--- src/rtl/input_debouncer.sv ---
// input_debouncer: synchronises a raw asynchronous level into CLK and
// propagates it only after it has held a new value for STABLE_CYCLES
// consecutive synchronised samples. Aborted qualifications raise a
// one-cycle GLITCH_OUT pulse for diagnostics.
module input_debouncer #(
  parameter int   SYNC_STAGES   = 2,
  parameter int   STABLE_CYCLES = 16,
  parameter logic RESET_LEVEL   = 1'b0
) (
  input  logic CLK,
  input  logic RST,
  input  logic ASYNC_IN,
  output logic LEVEL_OUT,
  output logic BUSY_OUT,
  output logic GLITCH_OUT
);

  localparam int              CW   = $clog2(STABLE_CYCLES + 1);
  localparam logic [CW-1:0]   LAST = CW'(STABLE_CYCLES - 1);

  typedef enum logic {
    ST_STABLE,
    ST_FILTER
  } state_t;

  logic [SYNC_STAGES-1:0] r_sync;
  logic                   w_sync_q;
  state_t                 r_state;
  logic [CW-1:0]          r_cnt;
  logic                   r_level;
  logic                   r_busy;
  logic                   r_glitch;

  assign w_sync_q   = r_sync[SYNC_STAGES-1];
  assign LEVEL_OUT  = r_level;
  assign BUSY_OUT   = r_busy;
  assign GLITCH_OUT = r_glitch;

  // Synchroniser shift chain; only the last stage is consumed downstream.
  always_ff @(posedge CLK) begin
    if (RST) begin
      r_sync <= {SYNC_STAGES{RESET_LEVEL}};
    end else begin
      r_sync <= {r_sync[SYNC_STAGES-2:0], ASYNC_IN};
    end
  end

  // Qualification FSM with registered level, busy and glitch outputs.
  // r_busy is updated together with r_state so it always equals (state == FILTER).
  always_ff @(posedge CLK) begin
    if (RST) begin
      r_state  <= ST_STABLE;
      r_cnt    <= '0;
      r_level  <= RESET_LEVEL;
      r_busy   <= 1'b0;
      r_glitch <= 1'b0;
    end else begin
      r_glitch <= 1'b0;
      case (r_state)
        ST_STABLE: begin
          if (w_sync_q != r_level) begin
            if (STABLE_CYCLES == 1) begin
              r_level <= w_sync_q;
            end else begin
              r_state <= ST_FILTER;
              r_cnt   <= CW'(1);
              r_busy  <= 1'b1;
            end
          end
        end
        ST_FILTER: begin
          if (w_sync_q == r_level) begin
            r_state  <= ST_STABLE;
            r_cnt    <= '0;
            r_busy   <= 1'b0;
            r_glitch <= 1'b1;
          end else if (r_cnt == LAST) begin
            r_level <= w_sync_q;
            r_state <= ST_STABLE;
            r_cnt   <= '0;
            r_busy  <= 1'b0;
          end else begin
            r_cnt <= r_cnt + CW'(1);
          end
        end
        default: begin
          r_state <= ST_STABLE;
          r_cnt   <= '0;
          r_busy  <= 1'b0;
        end
      endcase
    end
  end

endmodule

--- config.mk ---
export PLATFORM = sky130hd
export DESIGN_NAME = input_debouncer
export DESIGN_NICKNAME = d
export VERILOG_FILES = /design/src/rtl/input_debouncer.sv
export SDC_FILE = /design/constraint.sdc
export NUM_CORES = 1
export LEC_CHECK = 0
export CAP_MARGIN = 20
export CORE_AREA = 2 2 39 41
export CTS_CLUSTER_DIAMETER = 200
export DETAILED_ROUTE_END_ITERATION = 16
export DIE_AREA = 0 0 41 43
export PLACE_DENSITY = 0.66
export SKIP_LAST_GASP = 1
export SYNTH_ARGS = -nofsm -noshare
export SYNTH_HDL_FRONTEND = slang
export SYNTH_SLANG_ARGS = --single-unit
--- constraint.sdc ---
create_clock -name CLK -period 1.8 [get_ports CLK]
set_clock_uncertainty 0.15 [all_clocks]
set_input_delay 0.36 -clock CLK [delete_from_list [all_inputs] [get_ports CLK]]
set_output_delay 0.36 -clock CLK [all_outputs]
set_load 0.02 [all_outputs]
==> results of run 1 <==
## power groups by stage
stage / registers (W) / logic [W] / clock network, W
floorplan: 0.000260 / 0.0000164 / 0
detailed placement: 0.000259 / 0.0000307 / 0
global route: 0.000254 / 0.0000338 / 0.000187
finish: 0.000253 / 0.0000311 / 0.000164
global placement: 0.000259 / 0.0000306 / 0
CTS: 0.000253 / 0.0000309 / 0.000171
## cell usage in the layout (no fill, tap or decap), types with 2 or more instances in the layout
master	synthesis	routed
dfxtp_1	11	11
a21oi_1	3	3
inv_1	3	3
clkbuf_4	0	3
buf_4	0	2
nand2_1	2	2
clkdlybuf4s50_1	0	4
nand3_1	5	5
nand4_1	2	2
nor2b_1	2	2
o21ai_0	2	2
## area by class of cell
cell class | instances | share of cell area
repair buffers | 7 | 0.109
multi-input cells | 33 | 0.419
inverters | 3 | 0.0191
clock buffers | 4 | 0.0447
well taps | 16 | 0.0340
flip-flops and latches | 11 | 0.374
## sequential cells by signal, summed over array words and instances (netlist names)
register,flops
r_cnt,5
r_sync,2
BUSY_OUT,1
GLITCH_OUT,1
LEVEL_OUT,1
r_state,1
## routing by layer
metal  GRT usage  vias to the layer above  share of wire
met1       0.169                      189           0.46
li1            -                      196              -
met3      0.0157                        2          0.038
met4       0.100                        0          0.021
met2       0.181                       10           0.48
met5           0                        -              0
## worst register-to-register path, stage by stage, from the launching register on
cell	delay, ns
dfxtp_1	0.39
ha_1	0.24
or2b_1	0.26
a2111oi_2	0.32
a41o_1	0.13
## how the worst max path moves through the flow
stage                         from        to  slack [ns]  cells after the start
after detailed placement       RST  BUSY_OUT        0.14                      3
final                     BUSY_OUT  BUSY_OUT         0.1                      1
after floorplan           r_cnt[0]  r_cnt[2]        0.41                      4
after global placement         RST  BUSY_OUT        0.16                      3
after global routing      BUSY_OUT  BUSY_OUT        0.05                      1
after CTS                 BUSY_OUT  BUSY_OUT        0.08                      1
## cells by family (layout without fill, tap and decap cells)
family,after synthesis,after routing
adders and majority gates,1,1
buffers and inverters,5,14
AOI/OAI and AO/OA,12,12
xor gates and xnor gates,3,3
and+or+nand+nor,17,17
DFF,11,11
## metrics by stage
stage | instance area, sq um | cells | utilization | hold WS (ns)
floorplan | 487 | 49 | - | 0.264
global placement | 563 | 70 | 0.407 | 0.269
detailed placement | 563 | 70 | 0.407 | 0.282
CTS | 588 | 74 | 0.425 | 0.298
global route | 588 | 74 | 0.425 | 0.315
finish | 588 | 74 | 0.425 | 0.297
## repair_timing
item / in CTS / in global routing
endpoints found under the hold margin: 0 / 0
setup endpoints to repair: 1 / 0
gates resized for setup: 1 / 0
==> key figures, run 1 <==
Worst setup path
  – Delay-heaviest family, CP: buffers and inverters
  – Slowest cell delay on critical path: 0.60 ns
  – Required @ worst endpoint: 1.29 ns
  – RR Endpoint: r_cnt[2]
  – Buf/Inv on CP: 1
  – Reg2Reg Depth: 4
  – Worst R2R Start: r_cnt[0]
  – Reg2Reg Setup Slack: 0.26 ns
  – Critical Path Fanout Max: 2
  – CP startpoint kind: flop
  – Worst path slowest cell: clkdlybuf4s50_1
  – Crit-path cells: clkdlybuf4s50_1
  – Crit path kind: reg2out
  – WP data arrival: 1.19 ns
  – Crit path capture type: output port

Logic synthesis
  – Count of warnings emitted by yosys: 0
  – Syn Area/Cell: 9.93 sq um
  – Number of synthesized flops with an enable pin: 0
  – Post-synth top area share: 0.452
  – Seq/Total Area, Yosys: 0.452
  – Most frequent cells after synthesis: dfxtp_1 (11), nand3_1 (5), a21oi_1 (3), inv_1 (3)
  – Mapped cell area: 487 sq um
  – Synth Area in Compound Gates: 0.188
  – Syn_nets: 53
  – Synth top area cells: dfxtp_1 (45%), nand3_1 (5.1%), xnor2_2 (3.3%)
  – Top-count cell post-synth: dfxtp_1
  – Synth Register Bits: 11
  – Mux cell area share after synthesis: 0
  – Synth Area in Simple Gates: 0.208
  – Synth Instances: 49
  – Post-Synth Adder-Cell Area: 0.0257
  – Largest family of logic cells by synthesized area: simple AND/OR/NAND/NOR gates
  – XOR/XNOR Fraction of Synth Area: 0.0848
  – Netlist cell types: 27
  – Asr flop ratio synth: 0
  – Leading area contributor after synthesis: dfxtp_1
  – Top_reg_cell synth: dfxtp_1

Clock tree
  – Clk slew on worst S/H paths: 0.07 ns
  – H-tree levels: 1
  – Clock Tree Root: clkbuf_4
  – CTS tree: yes
  – Clock sinks: 11
  – CTS buffer count: 3
  – Cts hold-fix bufs: 0
  – Clock Path Buffers: 2
  – Post-CTS setup buffers: 0
  – Clk_lat worst skew: 0.26 ns

Die
  – Die H: 43 microns
  – Horiz. Die Dim: 41 microns
  – # IOs: 6
  – Site row count: 14
  – Initial Utilization: 0.352
  – Die area: 1760 sq um
  – Core footprint: 1380 sq um

Timing
  – Relative slew slack: 0.774
  – Final Critical Period: 1.70 ns
  – RSZ-0062 raised after global routing: no
  – Setup ws final: 0.0988 ns
  – # setup viols final: 0
  – Final hold violation count: 0
  – Fmax: 588 MHz
  – Worst Max-Slew Pin Slew: 0.337 ns
  – Tcrit/Tclk final: 0.945
  – Max-slew violation count: 0
  – Setup TNS: 0 ns

GRT
  – Pin count of the biggest net entering global routing: 9
  – Global route total overflow: 0
  – Via count of the first global-routing pass: 360
  – Gr usage total: 0.129
  – Global-route wire length before repair: 1500 microns
  – Initial antenna violation count: 0

Power
  – Peak supply drop: 0.385 mV
  – Clock share of power: 0.365
  – Power, Total: 0.000448 W
  – Internal power: 0.000350 W
  – Leak: 0.228 nW
  – Sw frac: 0.219
  – P_sw: 0.0000983 W
  – Reg power frac: 0.565
  – Comb power frac: 0.069
  – Power per cell area: 761 nW/um^2

Route
  – Via/cell ratio: 5.36
  – Routed len/inst: 11.8 microns
  – Routed wire length: 871 microns
  – Vias: 397
  – Routed Antenna Nets: 0
  – Iteration count of the initial detailed-routing pass: 5
  – Iter 0 DRT Violations: 7
  – Drt drc: 0

Layout
  – Multi-input logic area: 246 sq um
  – # nets final: 63
  – Share of layout cells above drive strength 1: 0.155
  – Filler cells: 141
  – Ant diodes: 0
  – Storage cell area: 220 sq um
  – Area delta synth->final: 20.8%

Placed design
  – Hpwl dp: 647 microns
  – Place WS: 0.142 ns
  – GPL Wtd Cong: 0.866
  – Port Buf Inserts: 5

Flow run
  – Max cap viols: 0

Hold path
  – Worst Hold Class: reg2reg
  – Hold path endpoint: r_cnt[4]
  – Depth of the worst hold-timing path: 2
  – Worst Hold Launch: r_cnt[4]

Run status
  – Outcome: complete, no violations
No activity file was read; power rests on OpenSTA's default activity.
==> inputs of run 2 (changes only) <==
--- a/config.mk
+++ b/config.mk
@@ -10,7 +10,7 @@
 export CTS_CLUSTER_DIAMETER = 200
 export DETAILED_ROUTE_END_ITERATION = 16
 export DIE_AREA = 0 0 41 43
-export PLACE_DENSITY = 0.66
+export PLACE_DENSITY = 0.68
 export SKIP_LAST_GASP = 1
 export SYNTH_ARGS = -nofsm -noshare
 export SYNTH_HDL_FRONTEND = slang
==> constraint.sdc (replaced) <==
create_clock -name CLK -period 1.4 [get_ports CLK]
set_clock_uncertainty 0.15 [all_clocks]
set_input_delay 0.28 -clock CLK [delete_from_list [all_inputs] [get_ports CLK]]
set_output_delay 0.28 -clock CLK [all_outputs]
set_load 0.02 [all_outputs]
==> run 2 against run 1 <==
Effect of this change: core utilization is 5.8 points higher; register-to-register slack worse by 0.24 ns; final area grew 14%; clock power increased by 44%; sequential power rose by 28%; largest cell class unchanged; highest routed layer unchanged.
==> key figures, run 2 (synthesized netlist as in run 1, its figures left out) <==
Layout
  – Storage cell area: 223 sq um (was 220 sq um)
  – Multi-input logic area: 273 sq um (was 246 sq um)
  – Most flops, register: r_cnt (unchanged)
  – Commonest non-fill, non-tap cells in the layout: dfxtp_1 (9), buf_4 (9), nand3_1 (5) (was dfxtp_1 (11), nand3_1 (5), clkdlybuf4s50_1 (4))
  – # nets final: 70 (was 63)
  – Area delta synth->final: 37.3% (was 20.8%)
  – Ant diodes: 0 (unchanged)
  – Largest register FFs: 5 (unchanged)
  – Filler cells: 139 (was 141)
  – Share of layout cells above drive strength 1: 0.308 (was 0.155)
  – Largest regs: r_cnt: 5 flops, r_sync: 2 flops (unchanged)

Die
  – Die area: 1760 sq um (unchanged)
  – Initial Utilization: 0.352 (unchanged)
  – # IOs: 6 (unchanged)
  – Die H: 43 microns (unchanged)
  – Horiz. Die Dim: 41 microns (unchanged)
  – Site row count: 14 (unchanged)
  – Core footprint: 1380 sq um (unchanged)

Timing
  – RSZ-0062 raised after global routing: yes (was no)
  – Fmax: 723 MHz
  – Max-slew violation count: 0 (unchanged)
  – Worst Max-Slew Pin Slew: 0.307 ns (was 0.337 ns)
  – Setup TNS: 0 ns (unchanged)
  – Tcrit/Tclk final: 0.987
  – Relative slew slack: 0.795 (was 0.774)
  – Final hold violation count: 0 (unchanged)
  – Final Critical Period: 1.38 ns
  – # setup viols final: 0 (unchanged)
  – Setup ws final: 0.0176 ns (was 0.0988 ns)

Placed design
  – Port Buf Inserts: 5 (unchanged)
  – Hpwl dp: 733 microns (was 647 microns)
  – Place WS: -0.137 ns (was 0.142 ns)
  – GPL Wtd Cong: 0.830 (was 0.866)

Power
  – Comb power frac: 0.078 (was 0.069)
  – Clock share of power: 0.388 (was 0.365)
  – Internal power: 0.000455 W (was 0.000350 W)
  – Leak: 0.267 nW (was 0.228 nW)
  – Sw frac: 0.253 (was 0.219)
  – P_sw: 0.000154 W (was 0.0000983 W)
  – Reg power frac: 0.534 (was 0.565)
  – Power per cell area: 911 nW/um^2 (was 761 nW/um^2)
  – Peak supply drop: 0.469 mV (was 0.385 mV)

Worst setup path
  – WP data arrival: 1.47 ns (was 1.19 ns)
  – Crit path capture type: flop (was output port)
  – Crit path kind: reg2reg (was reg2out)
  – Critical Path Fanout Max: 4 (was 2)
  – CP startpoint kind: flop (unchanged)
  – Required @ worst endpoint: 1.48 ns (was 1.29 ns)

Route
  – Iter 0 DRT Violations: 10 (was 7)
  – Via/cell ratio: 5.35 (was 5.36)
  – Routed wire length: 1080 microns (was 871 microns)
  – Vias: 433 (was 397)
  – Drt drc: 0 (unchanged)
  – Iteration count of the initial detailed-routing pass: 4 (was 5)
  – Routed len/inst: 13.4 microns (was 11.8 microns)
  – Routed Antenna Nets: 0 (unchanged)

Clock tree
  – Post-CTS setup buffers: 0 (unchanged)
  – Clk slew on worst S/H paths: 0.08 ns (was 0.07 ns)
  – Clock sinks: 11 (unchanged)
  – Clk_lat worst skew: 0.28 ns (was 0.26 ns)
  – CTS buffer count: 3 (unchanged)
  – Cts hold-fix bufs: 0 (unchanged)
  – Clock Path Buffers: 2 (unchanged)
  – CTS tree: yes (unchanged)
  – Clock Tree Root: clkbuf_4 (unchanged)
  – H-tree levels: 1 (unchanged)

GRT
  – M1 GR Usage: 0.184 (was 0.169)
  – Global-route wire length before repair: 1700 microns (was 1500 microns)
  – Via count of the first global-routing pass: 410 (was 360)
  – Gr usage total: 0.152 (was 0.129)
  – M2 GR Usage: 0.209 (was 0.181)
  – Pin count of the biggest net entering global routing: 9 (unchanged)
  – Met3 usage: 0.0471 (was 0.0157)
  – Layer with the highest usage: met2 (unchanged)
  – Global route total overflow: 0 (unchanged)
  – Initial antenna violation count: 0 (unchanged)

Run status
  – Outcome: complete, no violations (unchanged)

Flow run
  – Max cap viols: 0 (unchanged)

Hold path
  – Worst Hold Class: reg2reg (unchanged)
-- run 2: changes by cell type in the layout (fill, tap and decap cells not counted), sizes merged --
cell,delta
buf,+7
clkdlybuf4s15,+1
clkdlybuf4s50,-2
dlygate4sd2,+1
-- run 2: worst max-delay path, stage by stage (launching register included) --
cell and delay, ns:
dfxtp_2 0.36, ha_4 0.15, or2b_1 0.27, a2111oi_4 0.28, a41o_1 0.12
-- run 2: final cells by class --
cell class | count | area share
multi-input combinational | 33 | 0.408
timing repair buffer | 14 | 0.172
tap | 16 | 0.0300
sequential | 11 | 0.333
clock buffer | 4 | 0.0393
inverter | 3 | 0.0169
-- run 2: stage by stage --
stage               hold WS [ns]  cells  cell area, sq um   util  power (W)
floorplan                  0.258     49               487      -   0.000355
detailed placement         0.284     77               616  0.445   0.000378
global placement           0.269     77               616  0.445   0.000377
global route               0.314     81               668  0.483   0.000623
finish                     0.297     81               668  0.483   0.000609
CTS                        0.303     81               641  0.463   0.000604
-- run 2: what timing repair did --
item / 4_1_cts / 5_1_grt
hold endpoints to repair: 0 / 0
setup endpoints to repair: 5 / 5
gates resized for setup: 4 / 6
pin swaps: 1 / 0
gates cloned: 0 / 0
-- run 2: path summary, 6_finish.rpt --
| kind | cells after the start | endpoint | startpoint | slack [ns] |
|---|---|---|---|---|
| hold / removal | 1 | r_sync[1] | r_sync[0] | 0.30 |
| setup / recovery | 4 | r_cnt[2] | r_cnt[1] | 0.02 |
| setup reg to reg | 4 | r_cnt[2] | r_cnt[1] | 0.02 |
| hold reg to reg | 1 | r_sync[1] | r_sync[0] | 0.30 |
-- run 2: power by group through the flow --
| stage | registers, W | logic [W] | clock network, W |
|---|---|---|---|
| final | 0.000325 | 0.0000473 | 0.000236 |
| after global routing | 0.000326 | 0.0000522 | 0.000245 |
| after CTS | 0.000324 | 0.0000448 | 0.000236 |
| after detailed placement | 0.000332 | 0.0000463 | 0 |
| after global placement | 0.000331 | 0.0000459 | 0 |
| after floorplan | 0.000334 | 0.0000211 | 0 |
-- run 2: routing by layer --
metal	vias to the layer above	share of wire
met3	5	0.047
met4	0	0.039
li1	211	-
met2	13	0.48
met1	204	0.43
met5	-	0
==> inputs of run 3 (changes only) <==
==> constraint.sdc (replaced) <==
create_clock -name CLK -period 1.2 [get_ports CLK]
set_clock_uncertainty 0.15 [all_clocks]
set_input_delay 0.24 -clock CLK [delete_from_list [all_inputs] [get_ports CLK]]
set_output_delay 0.24 -clock CLK [all_outputs]
set_load 0.02 [all_outputs]
==> run 3 against run 2 <==
Effect of this change: the run now ends with setup timing left; wire length rose by 13%; critical path depth did not move; via count rose by 7.9%; final area rose by 15%; non-clock buffer count rose by 7; fmax rose by 0.35%; sequential cell count did not move; setup slack got worse by 0.20 ns; register-to-register slack got worse by 0.20 ns; die area did not move; total power rose by 15%; critical path type unchanged; critical endpoint unchanged; largest cell class unchanged; largest power group unchanged.
==> key figures, run 3 (synthesized netlist as in run 1, its figures left out) <==
Worst setup path
  – Worst path slowest cell: dfxtp_2 (unchanged)
  – Required @ worst endpoint: 1.26 ns (was 1.48 ns)
  – Worst R2R Start: r_cnt[1] (unchanged)
  – Crit-path cells: ha_4 -> or2b_1 -> a2111oi_2 -> a41o_1 (was ha_4 -> or2b_1 -> a2111oi_4 -> a41o_1)
  – Delay-heaviest family, CP: compound AO/OA/AOI/OAI gates (unchanged)
  – Crit path capture type: flop (unchanged)
  – RR Endpoint: r_cnt[2] (unchanged)
  – Buf/Inv on CP: 0 (unchanged)
  – Reg2Reg Setup Slack: -0.18 ns (was 0.02 ns)
  – Reg2Reg Depth: 4 (unchanged)
  – Critical Path Fanout Max: 4 (unchanged)
  – Crit path from: r_cnt[1] (unchanged)
  – Worst setup path end: r_cnt[2] (unchanged)
  – CP startpoint kind: flop (unchanged)
  – Crit path kind: reg2reg (unchanged)
  – WP data arrival: 1.44 ns (was 1.47 ns)
  – Slowest cell delay on critical path: 0.35 ns (was 0.36 ns)
  – Critical Path Stages: 4 (unchanged)

Power
  – Power, Total: 0.000702 W (was 0.000609 W)
  – Power per cell area: 917 nW/um^2 (was 911 nW/um^2)
  – Leak: 0.306 nW (was 0.267 nW)
  – Peak supply drop: 0.903 mV (was 0.469 mV)

Die
  – Site row count: 14 (unchanged)
  – Die H: 43 microns (unchanged)
  – Core footprint: 1380 sq um (unchanged)
  – Die area: 1760 sq um (unchanged)
  – # IOs: 6 (unchanged)
  – Initial Utilization: 0.352 (unchanged)
  – Horiz. Die Dim: 41 microns (unchanged)

Route
  – Routed Antenna Nets: 0 (unchanged)
  – Iteration count of the initial detailed-routing pass: 4 (unchanged)
  – Iter 0 DRT Violations: 11 (was 10)
  – Routed wire length: 1220 microns (was 1080 microns)
  – Drt drc: 0 (unchanged)
  – Via/cell ratio: 5.31 (was 5.35)
  – Vias: 467 (was 433)
  – Routed len/inst: 13.9 microns (was 13.4 microns)

GRT
  – Pin count of the biggest net entering global routing: 9 (unchanged)
  – Via count of the first global-routing pass: 483 (was 410)
  – Initial antenna violation count: 0 (unchanged)
  – Global route total overflow: 0 (unchanged)
  – Global-route wire length before repair: 2060 microns (was 1700 microns)
  – Gr usage total: 0.177 (was 0.152)

Clock tree
  – Clock Path Buffers: 2 (unchanged)
  – CTS buffer count: 3 (unchanged)
  – Clk slew on worst S/H paths: 0.07 ns (was 0.08 ns)
  – Clock sinks: 11 (unchanged)
  – CTS tree: yes (unchanged)
  – Clock Tree Root: clkbuf_4 (unchanged)
  – H-tree levels: 1 (unchanged)
  – Clk_lat worst skew: 0.27 ns (was 0.28 ns)

Layout
  – Ant diodes: 0 (unchanged)
  – Final Core Density: 0.553 (was 0.483)
  – Area delta synth->final: 57.3% (was 37.3%)
  – Largest regs: r_cnt: 5 flops, r_sync: 2 flops (unchanged)
  – Share of layout cells above drive strength 1: 0.528 (was 0.308)
  – # nets final: 77 (was 70)
  – Filler cells: 126 (was 139)
  – Commonest non-fill, non-tap cell in the layout: buf_4
  – Most flops, register: r_cnt (unchanged)
  – Largest register FFs: 5 (unchanged)
  – Layout Cell Area excl Fill: 766 sq um (was 668 sq um)
  – Commonest non-fill, non-tap cells in the layout: buf_4 (15), dfxtp_1 (7) (was dfxtp_1 (9), buf_4 (9), nand3_1 (5))
  – Final Non-Filler Cells: 88 (was 81)

Placed design
  – Cell count after placement: 82 (was 77)
  – Port Buf Inserts: 5 (unchanged)
  – Placed Area: 669 sq um (was 616 sq um)
  – Place WS: -0.233 ns (was -0.137 ns)
  – GPL Wtd Cong: 0.815 (was 0.830)
  – Hpwl dp: 757 microns (was 733 microns)

Timing
  – Tcrit/Tclk final: 1.15 (was 0.987)
  – # setup viols final: 7 (was 0)
  – Setup ws final: -0.178 ns (was 0.0176 ns)
  – Final Critical Period: 1.38 ns (about the same)
  – Worst Max-Slew Pin Slew: 0.274 ns (was 0.307 ns)
  – Final hold violation count: 0 (unchanged)
  – Fmax: 726 MHz (was 723 MHz)
  – Relative slew slack: 0.817 (was 0.795)
  – RSZ-0062 raised after global routing: yes (unchanged)
  – Max-slew violation count: 0 (unchanged)

Run status
  – Outcome: finished, violations left (was complete, no violations)
  – Failing checks: setup timing

Flow run
  – Max cap viols: 0 (unchanged)

Hold path
  – Worst Hold Launch: r_cnt[4] (was r_sync[0])
  – Worst Hold Class: reg2reg (unchanged)
## run 3: stage by stage
| step | hold slack, ns | setup TNS (ns) |
|---|---|---|
| floorplan | 0.218 | -0.206 |
| global placement | 0.271 | -1.61 |
| detailed placement | 0.278 | -1.72 |
| CTS | 0.294 | -0.835 |
| global route | 0.334 | -1.08 |
| finish | 0.291 | -0.641 |
## run 3: tightest hold or removal path, cell delays in order (launching register included)
cell	delay [ns]
dfxtp_1	0.32
nand2_1	0.05
a21oi_1	0.03
## run 3: timing repair
action / in CTS / in global routing
endpoints found under the setup margin: 11 / 9
endpoints found under the hold margin: 0 / 0
pin swaps: 6 / 8
gates resized for setup: 18 / 11
hold buffers: 0 / 0
setup buffers: 1 / 1
## run 3: per-layer routing
metal,wire [microns],GRT usage,vias to the layer above
li1,-,-,225
met1,544,0.222,221
met5,0,0,-
met4,51,0.133,0
met3,39,0.0576,8
met2,585,0.241,13
## run 3: area by class of cell
type                    instances  area (sq um)  area share
repair buffers                 21           165       0.216
well taps                      16          20.0      0.0261
clock buffers                   4          26.3      0.0343
inverters                       3          11.3      0.0147
multi-input cells              33           313       0.408
flip-flops and latches         11           230       0.301
## run 3: worst min path at each step
stage          slack (ns)  cells after the start        end
6_report             0.29                      2   r_cnt[4]
5_1_grt              0.33                      1  r_sync[1]
4_1_cts              0.29                      2   r_cnt[4]
3_5_place_dp         0.28                      1  r_sync[1]
3_3_place_gp         0.27                      1  r_sync[1]
2_1_floorplan        0.22                      1  r_sync[0]
## run 3: where the power goes
group / switching [W] / internal [W] / leakage (nW)
Combinational: 0.0000322 / 0.0000384 / 0.199
Clock: 0.000125 / 0.000129 / 0.0150
Sequential: 0.00000768 / 0.000370 / 0.0918
Total: 0.000165 / 0.000537 / 0.306
